## src/rtl/lc3b_types.sv

```systemverilog
// Shared types for the LC-3b cache slice.
// Holds the width and typedef of the cache performance counters so the
// controller ports and any consumer agree on one definition.
package lc3b_types;

  localparam int LC3B_CNT_WIDTH = 16;

  typedef logic [LC3B_CNT_WIDTH-1:0] lc3b_cnt;

endpackage

```

## src/rtl/sat_counter.sv

```systemverilog
// Saturating up-counter.
// Ports:
//   clk    in  clock
//   reset  in  synchronous active-high clear (wins over inc)
//   inc    in  add one this cycle unless already at all-ones
//   count  out current count
module sat_counter #(
  parameter int WIDTH = 16
) (
  input  logic             clk,
  input  logic             reset,
  input  logic             inc,
  output logic [WIDTH-1:0] count
);

  logic [WIDTH-1:0] count_q;
  logic [WIDTH-1:0] count_d;

  always_comb begin
    count_d = count_q;
    // Hold at all-ones instead of wrapping back to zero.
    if (inc && (count_q != {WIDTH{1'b1}})) begin
      count_d = count_q + {{(WIDTH-1){1'b0}}, 1'b1};
    end
  end

  always_ff @(posedge clk) begin
    if (reset) begin
      count_q <= '0;
    end else begin
      count_q <= count_d;
    end
  end

  assign count = count_q;

endmodule

```

## src/rtl/cache_control.sv

```systemverilog
// Sequencing FSM for a direct-mapped, write-back L1 cache (8 sets,
// 128-bit lines). Decides hit/miss from the datapath compare, drives the
// array write enables and datapath mux selects, and runs the physical
// memory handshake for writebacks and line fills.
//
// Handshake: the CPU holds mem_read/mem_write until mem_resp; mem_write
// wins when both are high. Toward physical memory, pmem_read/pmem_write
// stay high until the cycle pmem_resp pulses and drop the cycle after.
//
// Ports:
//   clk, reset            clock, synchronous active-high reset
//   mem_read, mem_write   CPU request
//   hit, dirty            datapath status for the indexed set
//   pmem_resp             physical memory transaction done (pulse)
//   mem_resp              CPU request completes this cycle
//   pmem_read/pmem_write  physical memory fill / writeback strobes
//   pmem_addr_sel         0: CPU address, 1: victim {tag, set}
//   datain_sel            0: CPU write-merged line, 1: pmem line
//   data_write, tag_write, valid_write, dirty_write, dirty_in
//                         array write controls
//   hit_count, miss_count, wb_count  saturating performance counters
//
// The FSM state is visible as state_q for hierarchical probing.
module cache_control
  import lc3b_types::*;
#(
  parameter int CNT_WIDTH = LC3B_CNT_WIDTH
) (
  input  logic                 clk,
  input  logic                 reset,
  input  logic                 mem_read,
  input  logic                 mem_write,
  input  logic                 hit,
  input  logic                 dirty,
  input  logic                 pmem_resp,
  output logic                 mem_resp,
  output logic                 pmem_read,
  output logic                 pmem_write,
  output logic                 pmem_addr_sel,
  output logic                 datain_sel,
  output logic                 data_write,
  output logic                 tag_write,
  output logic                 valid_write,
  output logic                 dirty_write,
  output logic                 dirty_in,
  output logic [CNT_WIDTH-1:0] hit_count,
  output logic [CNT_WIDTH-1:0] miss_count,
  output logic [CNT_WIDTH-1:0] wb_count
);

  typedef enum logic [1:0] {
    IDLE      = 2'd0,
    WRITEBACK = 2'd1,
    FETCH     = 2'd2
  } cache_state_t;

  cache_state_t state_q;
  cache_state_t state_d;

  logic req;
  logic hit_inc;
  logic miss_inc;
  logic wb_inc;

  assign req = mem_read | mem_write;

  always_comb begin
    state_d       = state_q;
    mem_resp      = 1'b0;
    pmem_read     = 1'b0;
    pmem_write    = 1'b0;
    pmem_addr_sel = 1'b0;
    datain_sel    = 1'b0;
    data_write    = 1'b0;
    tag_write     = 1'b0;
    valid_write   = 1'b0;
    dirty_write   = 1'b0;
    dirty_in      = 1'b0;
    hit_inc       = 1'b0;
    miss_inc      = 1'b0;
    wb_inc        = 1'b0;

    // Reset forces every output low, including the Mealy hit response.
    if (reset) begin
      state_d = IDLE;
    end else begin
      unique case (state_q)
        IDLE: begin
          if (req) begin
            if (hit) begin
              mem_resp = 1'b1;
              hit_inc  = 1'b1;
              // A write hit merges CPU data into the line and marks it dirty.
              if (mem_write) begin
                data_write  = 1'b1;
                dirty_write = 1'b1;
                dirty_in    = 1'b1;
              end
            end else begin
              miss_inc = 1'b1;
              state_d  = dirty ? WRITEBACK : FETCH;
            end
          end
        end

        WRITEBACK: begin
          pmem_write    = 1'b1;
          pmem_addr_sel = 1'b1;
          if (pmem_resp) begin
            wb_inc  = 1'b1;
            state_d = FETCH;
          end
        end

        FETCH: begin
          pmem_read = 1'b1;
          // The fill lands on the same edge as pmem_resp; the held request
          // is then re-evaluated as a hit from IDLE.
          if (pmem_resp) begin
            datain_sel  = 1'b1;
            data_write  = 1'b1;
            tag_write   = 1'b1;
            valid_write = 1'b1;
            dirty_write = 1'b1;
            dirty_in    = 1'b0;
            state_d     = IDLE;
          end
        end

        default: begin
          state_d = IDLE;
        end
      endcase
    end
  end

  always_ff @(posedge clk) begin
    if (reset) begin
      state_q <= IDLE;
    end else begin
      state_q <= state_d;
    end
  end

  sat_counter #(.WIDTH(CNT_WIDTH)) u_hit_cnt (
    .clk   (clk),
    .reset (reset),
    .inc   (hit_inc),
    .count (hit_count)
  );

  sat_counter #(.WIDTH(CNT_WIDTH)) u_miss_cnt (
    .clk   (clk),
    .reset (reset),
    .inc   (miss_inc),
    .count (miss_count)
  );

  sat_counter #(.WIDTH(CNT_WIDTH)) u_wb_cnt (
    .clk   (clk),
    .reset (reset),
    .inc   (wb_inc),
    .count (wb_count)
  );

endmodule

```

## config.mk

```make
export PLATFORM = sky130hd
export DESIGN_NAME = cache_control
export DESIGN_NICKNAME = d
export VERILOG_FILES = /design/src/rtl/lc3b_types.sv /design/src/rtl/sat_counter.sv /design/src/rtl/cache_control.sv
export SDC_FILE = /design/constraint.sdc
export NUM_CORES = 1
export LEC_CHECK = 0
export ABC_CLOCK_PERIOD_IN_PS = 4600
export BUFFER_PORTS_ARGS = -buffer_cell sky130_fd_sc_hd__clkbuf_2
export CAP_MARGIN = 25
export CORE_ASPECT_RATIO = 0.7
export CORE_MARGIN = 2
export CORE_UTILIZATION = 58
export DETAILED_ROUTE_END_ITERATION = 8
export PLACE_DENSITY = 0.95
export SLEW_MARGIN = 10
export SYNTH_ARGS = -nofsm -noshare
export SYNTH_HDL_FRONTEND = slang
export SYNTH_SLANG_ARGS = --single-unit
```

## constraint.sdc

```tcl
create_clock -name clk -period 4.6 [get_ports clk]
set_clock_uncertainty 0.1 [all_clocks]
set_input_delay 0.46 -clock clk [delete_from_list [all_inputs] [get_ports clk]]
set_output_delay 0.46 -clock clk [all_outputs]
set_load 0.01 [all_outputs]
```

; Word-level counts from Yosys, hierarchy flattened
; Index checks and enable logic that the tools add are counted.
[totals]
ram_bits = 0
ff_bits = 50
romBits = 0
n_memories = 0
latchBits = 0
[classes]
n_bitwise = 1
magnitude_cmp = 0
mul = 0
div_mod_pow = 0
mux = 30
n_addsub = 3
n_reduce_logical = 5
shift = 0
eq_ne = 9
[ops]
columns = op, count
row1 = $add 16x1->16 const B, 3
row2 = $ne 16x16->1 const B, 3
row3 = $mux 1, 23
row4 = $mux 2, 5
row5 = $ne 2x2->1 const B, 4
row6 = $pmux 2 s3, 1
row7 = $reduce_and 4->1, 1
row8 = $logic_and 1x1->1, 3
row9 = $eq 2x1->1 const B, 1
row10 = $eq 2x2->1 const B, 1
row11 = $logic_not 2->1, 1
row12 = $pmux 1 s2, 1
row13 = $or 1x1->1, 1

; Depth between registers and ports, before layout
; Gate-level depths: netlist (run 1).
[logic_depth]
word_depth = 5
ltp_mapped = 6

; Modules after synthesis
; From an unflattened synthesis (run 1), not the netlist that was laid out.
[hier_totals]
cells_unflattened = 319
hier_area_um2 = 2731.4
[modules_own_cells]
columns = module, cells_per_inst, area_per_inst_um2, seq_area_each_um2, instances
row1 = sat_counter, 99, 848.3, 320.3, 3
row2 = cache_control, 22, 186.4, 40.0, 1

; Worst setup path before layout (run 1)
; Ideal clock, no wire load.
[synth_path]
kind = input port to flip-flop
startpoint = input port reset
endpoint = register u_miss_cnt.count_q[10], in the netlist u_miss_cnt.count[10]
stages = 5
setup_slack_ps = 2581
setup_ps = 115
arrival_time_ps = 1805
required_time_ps = 4385
cell_sequence = or3_4 -> or3_4 -> buf_4 -> o31a_1 -> o21a_1
[synth_via]
elab_chain_len = 2
[synth_lines]
columns = item, line_no
row1 = from (decl), cache_control.sv:30  ; input logic reset,
row2 = $mux 1, cache_control.sv:84  ; if (reset) begin
row3 = $logic_and 1x1->1, sat_counter.sv:22  ; if (inc && (count_q != {WIDTH{1'b1}})) begin
row4 = to (signal assigned), sat_counter.sv:31  ; count_q <= count_d;
row5 = to (decl), sat_counter.sv:16  ; logic [WIDTH-1:0] count_q;
; Parallel ways exist; a longest one is shown, timed or not.
; A chain may end at the register's enable or synchronous reset.

; Worst setup path in the final report (run 1)
[layout_path]
startpoint = input port reset
endpoint = output port pmem_read
[layout_via]
elab_chain_len = 1
[layout_lines]
columns = item, line_no
row1 = $mux 1, cache_control.sv:84
row2 = to (decl), cache_control.sv:37  ; output logic pmem_read,
; No other way between the ends.

==> impl_metrics.tcl, run 1 <==
set metrics [dict create \
    synth_warnings 0 \
    grt_pass1_wl_um 11180 \
    ctsHtreeMaxLevel 2 \
    fin_crit_ns 2.713 \
    placedInstanceArea_mm2 0.003020 \
    worst-setup-path-type "input port to output pin" \
    drive_gt1_share_pct 22.72 \
    cts_made_buffers 5 \
    synth.mux.area_fraction_pct 3.892 \
    grt_use_met2_pct 43.42 \
    cap_viol_max_count 0 \
    synth-seq-cells 50 \
    fin_area_mm2 0.003107 \
    r2r_slack_ns 2.33 \
    powerDensity_mw_per_mm2 234.8 \
    async_reset_ff_share_pct 0 \
    met1_usage_pct 37.05 \
    dr.pass1.iters 5 \
    fmaxAchievable_mhz 368.6 \
    synth_top_family_by_area "simple AND/OR/NAND/NOR gates" \
    route.detailed.drc 0 \
    grtUsageMet3_pct 5.362 \
    cp_max_fo 49 \
    synth-xor-area-share_pct 0 \
    critical-path-top-delay-family "buffers and inverters" \
    diodes 0 \
    synth-compound-area-share_pct 21.18 \
    fp.dieH_um 61.09 \
    cts_buffer_depth 2 \
    synthFlopType "dfxtp_1" \
    syn-cell-area_mm2 0.002700 \
    crit_required_ns 4.04 \
    final_util_pct 70.54 \
    hold_buffers 0 \
    power_leakage_nw 1.162 \
    endpoint_kind "output pin" \
    worstMarginPinSlew_ns 0.9640 \
    crit_chain "clkbuf_2 > inv_1 > and3_1 > clkbuf_2" \
    cpPeakStageDelay_ns 0.71 \
    synth_nets 335 \
    clock_sinks 50 \
    min_from "dirty" \
    cpMostUsedCell "clkbuf_2" \
    vias 2889 \
    fin_cells 438 \
    drt_iter0_drc 267 \
    cp-startpoint "reset" \
    ioPinCount 65 \
    r2r_end "u_miss_cnt.count[9]" \
    cts-root-buf "clkbuf_8" \
    dp_cells 430 \
    min_period_over_period_pct 58.98 \
    wl_um 6784 \
    fill_cells 389 \
    fin_nets 393 \
    antenna_found_initial 0 \
    num_rows 20 \
    multi_input_area_mm2 0.001579 \
    cts_setup_buffers 0 \
    clkSlewWorstSetupHoldPaths_ns 0.08 \
    grt_pass1_vias 2391 \
    irDropWorstVdd_v 0.0001875 \
    hold_ws_ns 0.4012 \
    drt.antenna.violating_nets 0 \
    yosys.area_share.simple_pct 32.02 \
    crit_path_start_kind "input port" \
    initial_core_util_pct 61.31 \
    vias_per_cell 6.596 \
    final_common_cell "clkbuf_2" \
    cts_tree "built" \
    slew_headroom_pct 35.73 \
    synth_fa_ha_area_share_pct 1.390 \
    timing.rr.start "state_q[1]" \
    hold_depth 3 \
    cp_slowest_cell "clkbuf_2" \
    worstHoldPathType "input port to register" \
    ys_seq_area_share_pct 37.07 \
    avgSynthCellArea_um2 8.308 \
    die_w_um 85.55 \
    cts_resized 0 \
    track_usage_pct 26.76 \
    min_to "state_q[0]" \
    gp_congestion 0.8725 \
    grt_max_degree 50 \
    syn_to_final_growth_pct 15.06 \
    portBuffers 64 \
    overflow 0 \
    synth-edff-count 0 \
    worstSkewPairLatency_ns 0.30 \
    grt_busiest_layer "met2" \
    tns_ns 0 \
    syn_inst 325 \
    rsz0062_at_grt "no" \
    finalSetupViolations 0 \
    reg2reg_depth 4 \
    crit_arrival_ns 2.15 \
    status "finished, final reports clean" \
    slew_viol_final 0 \
    synth_cell_types 49 \
    core_area_mm2 0.004404 \
    dpl.hpwl_um 4960 \
    finalHoldViolCount 0 \
    wire_per_inst_um 15.49 \
    seq_area_mm2 0.001001 \
    final_cell_mix "clkbuf_2, dfxtp_1, nand2_1, a21oi_1, nand3_1" \
    path_buf_inv 3 \
    dieArea_mm2 0.005226 \
]
==> synth_stat cells (9+ instances only) <==
| cell | instances | share of area [%] |
|---|---|---|
| dfxtp_1 | 50 | 37 |
| a21oi_1 | 29 | 5.4 |
| nand2_1 | 29 | 4.0 |
| nand3_1 | 18 | 3.3 |
| or4_1 | 17 | 4.7 |
| o31ai_1 | 15 | 4.2 |
| nor2_1 | 14 | 1.9 |
| o21ai_0 | 14 | 2.6 |
| nand4_1 | 13 | 3.0 |
| nor3_1 | 13 | 2.4 |
| inv_1 | 9 | 1.3 |
==> through the flow <==
| step | setup WS [ns] | power, mW |
|---|---|---|
| 2_1_floorplan | 2.581 | 0.4822 |
| 3_3_place_gp | 1.796 | 0.4934 |
| 3_5_place_dp | 1.703 | 0.4957 |
| 4_1_cts | 1.904 | 0.7343 |
| 5_1_grt | 1.698 | 0.7592 |
| 6_report | 1.887 | 0.7293 |
==> cell families after synthesis <==
kind of cell,after synthesis
AO/OA/AOI/OAI,87
AND/OR/NAND/NOR,150
adder cells (fa/ha/maj),3
multiplexers,10
buffers and inverters,25
flip-flops,50
==> worst max-delay path by stage <==
stage	end	slack, ns	cells past startpoint
after floorplan	u_miss_cnt.count[10]	2.58	5
after global placement	u_miss_cnt.count[14]	1.80	5
after detailed placement	u_miss_cnt.count[9]	1.70	5
after CTS	pmem_read	1.90	4
after global routing	dirty_write	1.70	4
final	pmem_read	1.89	4
==> cell type report <==
cell class	instances	area share, %
multi-input cells	250	50.83
flip-flops and latches	50	32.22
repair buffers	67	11.12
clock buffers	5	2.215
well taps	55	2.215
inverters	9	1.087
clock inverters	2	0.3222
==> metal layers <==
metal	share of wire (%)	wire (um)
met3	7.1	485
met5	0	0
met2	47	3218
met1	45	3019
met4	0.90	61
==> tightest hold or removal path, delay by kind of cell <==
family	cells	cell delay (ns)
simple gates	1	0.12
buf+inv	1	0.09
compound gates	1	0.08
==> power by group <==
group | internal [mW] | switching (mW)
Combinational | 0.0157 | 0.0296
Sequential | 0.436 | 0.00540
Clock | 0.102 | 0.141
==> registers in the layout (all words and copies together), names as in the netlist <==
signal and flops:
u_miss_cnt.count 16, state_q 2, u_wb_cnt.count 16, u_hit_cnt.count 16
(Power assumes the default switching activity.)
==> inputs of run 2 (changes only) <==
ABC_AREA = 1   (was default)
ABC_CLOCK_PERIOD_IN_PS = 2200   (was 4600)
CORE_UTILIZATION = 49   (was 58)
PLACE_DENSITY = 0.85   (was 0.95)
clock period = 2.2 ns   (was 4.6 ns; I/O delays follow)
==> run 2 against run 1 <==
Sequential cell count unchanged; register-to-register slack lost 2.0 ns; clock-buffer cell count is 2 higher; die area is 26% higher; via count increased by 9.2%; critical path type is now register to register.
==> impl_metrics.tcl, run 2 <==
set metrics [dict create \
    fin_crit_ns 1.886 \
    worstMarginPinSlew_ns 0.4767 \
    status "finished, final reports clean" \
    critical-path-top-delay-family "simple AND/OR/NAND/NOR gates" \
    avgSynthCellArea_um2 6.130 \
    clock_sinks 50 \
    cp_slowest_cell "dfxtp_1" \
    wl_um 7139 \
    final_util_pct 59.03 \
    cts_setup_buffers 0 \
    powerDensity_mw_per_mm2 512.0 \
    final_common_cell "nand2_1" \
    ioPinCount 65 \
    slew_viol_final 0 \
    placedInstanceArea_mm2 0.003274 \
    overflow 0 \
    multi_input_area_mm2 0.001732 \
    fmaxAchievable_mhz 530.1 \
    core_area_mm2 0.005727 \
    die_w_um 96.13 \
    worst-setup-path-type "register to register" \
    yosys-top-cells-area "dfxtp_1, nand2_1, nor2_1" \
    synth-edff-count 0 \
    track_usage_pct 22.20 \
    cts_tree "built" \
    vias_per_cell 5.155 \
    portBuffers 64 \
    grt_max_degree 27 \
    fin_area_mm2 0.003381 \
    worstHoldPathType "input port to register" \
    drt.antenna.violating_nets 0 \
    crit_arrival_ns 1.99 \
    cp_max_fo 11 \
    ctsHtreeMaxLevel 2 \
    reg2reg_depth 6 \
    crit_cells 6 \
    final_cell_mix "nand2_1, nor2_1, clkbuf_2, dfxtp_1, nand3_1" \
    p_total_mw 1.731 \
    synth_cell_types 26 \
    crit_required_ns 2.31 \
    seq_area_mm2 0.001001 \
    worstSkewPairLatency_ns 0.31 \
    initial_core_util_pct 50.84 \
    wire_per_inst_um 11.67 \
    syn_inst 475 \
    hold_buffers 0 \
    rsz0062_at_grt "no" \
    crit_chain "ha_1 > nand3_1 > inv_1 > nand4_1 > a21oi_1 > nor2_1" \
    syn_to_final_growth_pct 16.12 \
    gp_congestion 0.9203 \
    vias 3155 \
    finalHoldViolCount 0 \
    setup_ws_ns 0.3137 \
    drive_gt1_share_pct 17.88 \
    slew_headroom_pct 68.13 \
    endpoint_kind "register" \
    route.detailed.drc 0 \
    r2r_end "u_hit_cnt.count[13]" \
    synth_most_common_cell "nand2_1" \
    synth_warnings 0 \
    ys_seq_area_share_pct 34.38 \
    timing.rr.start "u_hit_cnt.count[0]" \
    min_from "dirty" \
    crit_path_start_kind "register" \
    cts_resized 0 \
    drt_iter0_drc 209 \
    cpPeakStageDelay_ns 0.44 \
    grt_pass1_wl_um 11590 \
    synth_nets 485 \
    cap_viol_max_count 0 \
    diodes 0 \
    dpl.hpwl_um 5480 \
    place_ws_ns 0.3483 \
    synth_top_area_share_pct 34.38 \
    cts_buffer_depth 2 \
    clkSlewWorstSetupHoldPaths_ns 0.09 \
    fill_cells 570 \
    ys_top_cells_by_count "nand2_1, nor2_1, dfxtp_1" \
    finalSetupViolations 0 \
    grt_pass1_vias 2600 \
    irDropWorstVdd_v 0.0003236 \
    async_reset_ff_share_pct 0 \
    path_buf_inv 1 \
    cts-root-buf "clkbuf_8" \
    r2r_slack_ns 0.31 \
    dieArea_mm2 0.006584 \
    syn-cell-area_mm2 0.002912 \
    synthFlopType "dfxtp_1" \
    min_period_over_period_pct 85.74 \
    min_to "state_q[1]" \
    power_leakage_nw 1.328 \
    synth-seq-cells 50 \
    antenna_found_initial 0 \
    num_rows 23 \
    tns_ns 0 \
    dr.pass1.iters 5 \
    hold_depth 2 \
    cts_made_buffers 5 \
    fp.dieH_um 68.49 \
    synth_area_leader_cell "dfxtp_1" \
    fin_nets 546 \
]
[run 2: cell types whose count changed in the layout (fill, tap and decap cells not counted), moves of 7 or more]
cell,change
nor3_1,-12
or4_1,-17
inv_1,+18
nand2_1,+112
nand3_1,+24
o31ai_1,-15
nor4_1,-7
and3_1,-8
a21oi_1,+8
nor2_1,+98
nor2_2,+8
nand4_1,-7
[run 2: through the flow]
| stage | cells | hold slack [ns] |
|---|---|---|
| detailed placement | 604 | 0.3352 |
| floorplan | 475 | 0.2146 |
| finish | 612 | 0.007524 |
| global route | 612 | 0.007648 |
| CTS | 612 | 0.00008968 |
| global placement | 604 | 0.3212 |
[run 2: cell type report]
class	count	area share, %
multi-input cells	383	51.22
flip-flops and latches	50	29.61
repair buffers	66	9.919
inverters	30	3.331
well taps	75	2.776
clock buffers	7	2.258
clock inverters	1	0.8882
[run 2: routing by layer]
layer | share of wire (%) | GRT usage [%] | vias up
met4 | 1.4 | 5.893 | 0
met2 | 42 | 33.42 | 115
li1 | - | - | 1630
met3 | 6.7 | 4.130 | 11
met5 | 0 | 0 | -
met1 | 50 | 32.62 | 1399
[run 2: cell families (layout without fill, tap and decap cells)]
logic type	count (synthesis)	in the layout	share of synthesized area, %
flops	50	50	34.38
buf+inv	42	104	6.145
simple gates	323	323	47.19
xor+xnor	5	5	1.504
compound gates	52	52	9.497
fa+ha+maj	3	3	1.289
[run 2: how the worst max path moves through the flow]
stage	start	end	slack, ns
2_1_floorplan	u_hit_cnt.count[0]	u_hit_cnt.count[10]	0.60
3_3_place_gp	u_hit_cnt.count[0]	u_hit_cnt.count[13]	0.44
3_5_place_dp	u_hit_cnt.count[0]	u_hit_cnt.count[13]	0.35
4_1_cts	u_hit_cnt.count[0]	u_hit_cnt.count[13]	0.34
5_1_grt	u_hit_cnt.count[0]	u_hit_cnt.count[13]	0.09
6_report	u_hit_cnt.count[0]	u_hit_cnt.count[13]	0.31
[run 2: where the power goes]
group          switching [mW]  total [mW]  internal [mW]
Clock                   0.303       0.643          0.341
Combinational           0.107       0.159         0.0517
Sequential             0.0134       0.929          0.915
Total                   0.423        1.73           1.31
